--- config.mk ---
export PLATFORM = sky130hd
export DESIGN_NAME = detector_jogada
export DESIGN_NICKNAME = d
export VERILOG_FILES = /design/src/rtl/detector_jogada_pkg.sv /design/src/rtl/detector_jogada_sincronizador_2ff.sv /design/src/rtl/detector_jogada.sv
export SDC_FILE = /design/constraint.sdc
export NUM_CORES = 1
export LEC_CHECK = 0
export ABC_AREA = 1
export CELL_PAD_IN_SITES_DETAIL_PLACEMENT = 0
export CELL_PAD_IN_SITES_GLOBAL_PLACEMENT = 2
export CORE_MARGIN = 5
export CORE_UTILIZATION = 37
export CTS_BUF_LIST = sky130_fd_sc_hd__clkbuf_2
export DETAILED_ROUTE_END_ITERATION = 10
export PLACE_DENSITY_LB_ADDON = 0.1
export SYNTH_ARGS = -nofsm -noshare
export SYNTH_HDL_FRONTEND = slang
export SYNTH_SLANG_ARGS = --single-unit
--- constraint.sdc ---
create_clock -name clock -period 2.2 [get_ports clock]
set_input_delay 0.55 -clock clock [delete_from_list [all_inputs] [get_ports clock]]
set_output_delay 0.55 -clock clock [all_outputs]
set_load 0.02 [all_outputs]
--- src/rtl/detector_jogada_pkg.sv ---
// Shared definitions for the button play detector: FSM state encoding,
// button-to-code mapping and small combinational helpers.
package detector_jogada_pkg;

  typedef enum logic [1:0] {
    ESPERA         = 2'd0,
    FILTRANDO      = 2'd1,
    PULSO          = 2'd2,
    AGUARDA_SOLTAR = 2'd3
  } estado_t;

  localparam logic [1:0] COD_BOTAO0 = 2'b00;
  localparam logic [1:0] COD_BOTAO1 = 2'b01;
  localparam logic [1:0] COD_BOTAO2 = 2'b10;
  localparam logic [1:0] COD_BOTAO3 = 2'b11;

  function automatic logic eh_one_hot(input logic [3:0] b);
    return (b != 4'd0) && ((b & (b - 4'd1)) == 4'd0);
  endfunction

  // Only called with a one-hot value; the default keeps the encoder total.
  function automatic logic [1:0] codifica(input logic [3:0] b);
    logic [1:0] c;
    case (b)
      4'b0001: c = COD_BOTAO0;
      4'b0010: c = COD_BOTAO1;
      4'b0100: c = COD_BOTAO2;
      4'b1000: c = COD_BOTAO3;
      default: c = COD_BOTAO0;
    endcase
    return c;
  endfunction

endpackage

--- src/rtl/detector_jogada_sincronizador_2ff.sv ---
// Two-flop synchroniser for asynchronous level inputs, cleared to zero
// by an asynchronous active-low clear.
module sincronizador_2ff #(
  parameter int unsigned WIDTH = 4
) (
  input  logic             clock,
  input  logic             clear_n,
  input  logic [WIDTH-1:0] d_i,
  output logic [WIDTH-1:0] q_o
);

  logic [WIDTH-1:0] est1_q;
  logic [WIDTH-1:0] est2_q;

  // Synchroniser chain register.
  always_ff @(posedge clock or negedge clear_n) begin
    if (!clear_n) begin
      est1_q <= '0;
      est2_q <= '0;
    end else begin
      est1_q <= d_i;
      est2_q <= est1_q;
    end
  end

  assign q_o = est2_q;

endmodule

--- src/rtl/detector_jogada.sv ---
// Debounces four push-buttons, emits a one-cycle play strobe with the
// encoded button, rejects multi-button presses and blocks auto-repeat.
module detector_jogada
  import detector_jogada_pkg::*;
#(
  parameter int unsigned N_DEBOUNCE = 4
) (
  input  logic       clock,
  input  logic       clear_n,
  input  logic       habilita,
  input  logic [3:0] botoes,
  output logic [1:0] codigo,
  output logic       jogada,
  output logic       invalida,
  output logic       ocupado
);

  localparam int unsigned CW = $clog2(N_DEBOUNCE + 1);
  localparam logic [CW-1:0] CNT_FIM = CW'(N_DEBOUNCE);

  logic [3:0]    sinc;
  estado_t       estado_q, estado_d;
  logic [CW-1:0] cnt_q, cnt_d, cnt_inc;
  logic [3:0]    amostra_q, amostra_d;
  logic [1:0]    codigo_q, codigo_d;
  logic          invalida_q, invalida_d;

  sincronizador_2ff #(.WIDTH(4)) u_sinc (
    .clock   (clock),
    .clear_n (clear_n),
    .d_i     (botoes),
    .q_o     (sinc)
  );

  assign cnt_inc = cnt_q + CW'(1);

  // Next-state logic for the FSM, sample counter, holding register and outputs.
  always_comb begin
    estado_d   = estado_q;
    cnt_d      = cnt_q;
    amostra_d  = amostra_q;
    codigo_d   = codigo_q;
    invalida_d = 1'b0;
    case (estado_q)
      ESPERA: begin
        if (habilita && eh_one_hot(sinc)) begin
          estado_d  = FILTRANDO;
          amostra_d = sinc;
          cnt_d     = CW'(1);
        end else if (habilita && (sinc != 4'd0)) begin
          estado_d   = AGUARDA_SOLTAR;
          invalida_d = 1'b1;
          cnt_d      = '0;
        end else begin
          estado_d = ESPERA;
        end
      end
      FILTRANDO: begin
        if (!habilita || (sinc != amostra_q)) begin
          estado_d = ESPERA;
          cnt_d    = '0;
        end else if (cnt_inc == CNT_FIM) begin
          estado_d = PULSO;
          cnt_d    = cnt_inc;
          codigo_d = codifica(amostra_q);
        end else begin
          cnt_d = cnt_inc;
        end
      end
      PULSO: begin
        estado_d = AGUARDA_SOLTAR;
        cnt_d    = '0;
      end
      AGUARDA_SOLTAR: begin
        // Any bit seen restarts the release run: re-arming needs N clean samples.
        if (sinc != 4'd0) begin
          cnt_d = '0;
        end else if (cnt_inc == CNT_FIM) begin
          estado_d = ESPERA;
          cnt_d    = '0;
        end else begin
          cnt_d = cnt_inc;
        end
      end
      default: begin
        estado_d = ESPERA;
        cnt_d    = '0;
      end
    endcase
  end

  // State, counter, holding and output registers.
  always_ff @(posedge clock or negedge clear_n) begin
    if (!clear_n) begin
      estado_q   <= ESPERA;
      cnt_q      <= '0;
      amostra_q  <= 4'd0;
      codigo_q   <= 2'b00;
      invalida_q <= 1'b0;
    end else begin
      estado_q   <= estado_d;
      cnt_q      <= cnt_d;
      amostra_q  <= amostra_d;
      codigo_q   <= codigo_d;
      invalida_q <= invalida_d;
    end
  end

  assign codigo   = codigo_q;
  assign invalida = invalida_q;
  assign jogada   = (estado_q == PULSO);
  assign ocupado  = (estado_q != ESPERA);

endmodule

==> results.toml <==
[setup_path]
critPathLaunchType = "flip-flop"
critical_path_class = "flip-flop to output pin"
endpoint_kind = "output pin"
required_ns = 1.65
r2r_slack_ns = 0.84
cp_max_fo = 5
cp.arrival_ns = 1.52

[synthesis]
synth_nets = 124
syn_area_sq_um = 992.2
yosys_most_used_dff = "dfrtp_1"
synth_edf_count = 0
avgSynthCellArea_sq_um = 8.628
synth_top_area_share_pct = 50.44
syn_inst = 115
synthArstFlopShare_pct = 100.0
synth.largest_area_cell = "dfrtp_1"
yosys-top-cells-count = "nand2_1, dfrtp_1, inv_1"
synth_seq_cells = 20
ys_seq_area_share_pct = 50.44
synth.distinct_cells = 18
ys_top_cells_by_area = "dfrtp_1, nand2_1, inv_1"
synth.most_common_cell = "nand2_1"
yosys_warnings = 0

[floorplanning]
coreArea_sq_um = 2522
start_util_pct = 39.34
fp-row-count = 18
dieArea_sq_um = 3817
die_h_um = 61.79
io_pins = 12
fp.dieW_um = 61.79

[clock_network]
clock_latency_ns = 0.32
cts_setup_buffers = 0
root_buffer = "clkbuf_2"
cts.path.max_buffers = 2
cts_buffers = 3
post_cts_resized = 1
cts.sinks = 20
htreeDepth = 1
hold_buffers = 0
cts_tree = "yes"
clkSlewWorstSetupHoldPaths_ns = 0.20

[drt]
drt-total-wl_um = 1826
drc_errors = 0
ant_nets = 0
vias = 752
drtPass1Iterations = 4
vias_per_cell = 4.671
wire_per_inst_um = 11.34
drtIter0Drc = 15

[placed_design]
dp_hpwl_um = 1421
portBuffers = 11
place_area_sq_um = 1147
gp_congestion = 0.8215
place_ws_ns = 0.3725
place_inst = 157

[timing]
fin_setup_tns_ns = 0
finalCritPeriodShare_pct = 93.88
rsz0062_at_grt = "false"
setup_slack_ns = 0.1346
finalHoldViolCount = 0
finalCriticalPeriod_ns = 2.065
fin_skew_ns = 0.008394
setup_viol = 0
max_freq_mhz = 484.2
slew_viol_final = 0
worst_pin_slew_ns = 0.3266
slew_headroom_pct = 78.07

[grt]
grt_usage_pct = 11.30
grt_util_met1_pct = 15.07
grt_pass1_vias = 712
grt_use_met2_pct = 17.04
antenna_found_initial = 0
met3_usage_pct = 4.339
grt.overflow.total = 0
grt_pass1_wl_um = 3139
grt_max_degree = 21
top_usage_layer = "met2"

[cells_and_area]
fill_cells = 259
area_growth_pct = 20.05
fin_nets = 141
drive_above_1_share_pct = 16.03
stdcell_area_sq_um = 1191
diodes = 0
layout.cells.non_filler = 161

[min_path]
hold_path_class = "flip-flop to flip-flop"

[flow_run]
maxCapViolations = 0

[power]
p_per_area_nw_per_um2 = 584.8
max-vdd-ir-drop_uv = 502.0
p_total_mw = 0.6965
total_leakage_power_nw = 0.5934

[status]
status = "finished clean"
## cell usage in the layout, fill, tap and decap left out
cell type,netlist,final
nand2_1,39,39
dfrtp_1,20,20
inv_1,12,12
clkdlybuf4s50_1,0,10
o21ai_1,8,8
nand3_1,6,6
inv_2,4,4
nor2_4,4,4
a21oi_1,4,4
nor2_1,3,3
nand2_2,3,3
clkbuf_2,0,3
nor2_2,2,2
nand3_4,2,2
nand4_1,2,2
ha_1,2,2
xnor2_1,1,1
nand2_4,1,1
o31ai_1,1,1
nand3b_1,1,1
bufinv_16,0,1
dlygate4sd2_1,0,1
buf_4,0,1
## layout make-up
type	count	area (sq um)	area share, %
inverter	16	60.06	5.042
multi-input combinational	79	431.7	36.24
tap	30	37.54	3.151
timing repair buffer	12	116.4	9.769
clock buffer	3	15.01	1.261
clock inverter	1	30.03	2.521
sequential	20	500.5	42.02
## metrics by stage
step	util, %	hold slack (ns)
global route	47.22	0.3955
detailed placement	45.49	0.3347
floorplan	-	0.2544
finish	47.22	0.3755
CTS	47.22	0.3800
global placement	45.49	0.3358
## kinds of logic after synthesis
kind of cell	after synthesis	share of synthesized area [%]
DFF	20	50.44
xor gates and xnor gates	1	0.8829
AOI/OAI and AO/OA	13	6.810
adders and majority gates	2	2.522
buffers and inverters	16	6.052
and+or+nand+nor	63	33.29
## flip-flops by register name, summed over array words and instances (netlist names)
signal,cells
invalida,1
u_sinc.est1_q,4
u_sinc.q_o,4
codigo,2
estado_q,2
amostra_q,4
cnt_q,3
## worst max-delay path, cell delays in order, from the launching register on
cell,delay [ns]
dfrtp_1,0.47
nor2_1,0.12
clkdlybuf4s50_1,0.61
## power breakdown
group	switching [mW]	internal, mW
combinational	0.0225	0.0175
clock	0.117	0.157
sequential	0.00665	0.376
total	0.146	0.550
## layer usage
layer | up-vias | share of wire (%)
met5 | - | 0
met4 | 0 | 1.0
met3 | 4 | 3.8
met2 | 10 | 44
met1 | 344 | 51
li1 | 394 | -
## worst paths after layout
kind	startpoint	to	cells past startpoint
hold reg to reg	u_sinc.est1_q[2]	u_sinc.q_o[2]	0
hold / removal	u_sinc.est1_q[2]	u_sinc.q_o[2]	0
setup / recovery	estado_q[0]	jogada	2
setup reg to reg	cnt_q[0]	estado_q[1]	7
min in group asynchronous	clear_n	u_sinc.q_o[0]	2
max in group asynchronous	clear_n	amostra_q[3]	2
Note: power is estimated with default switching activity, not from simulation.
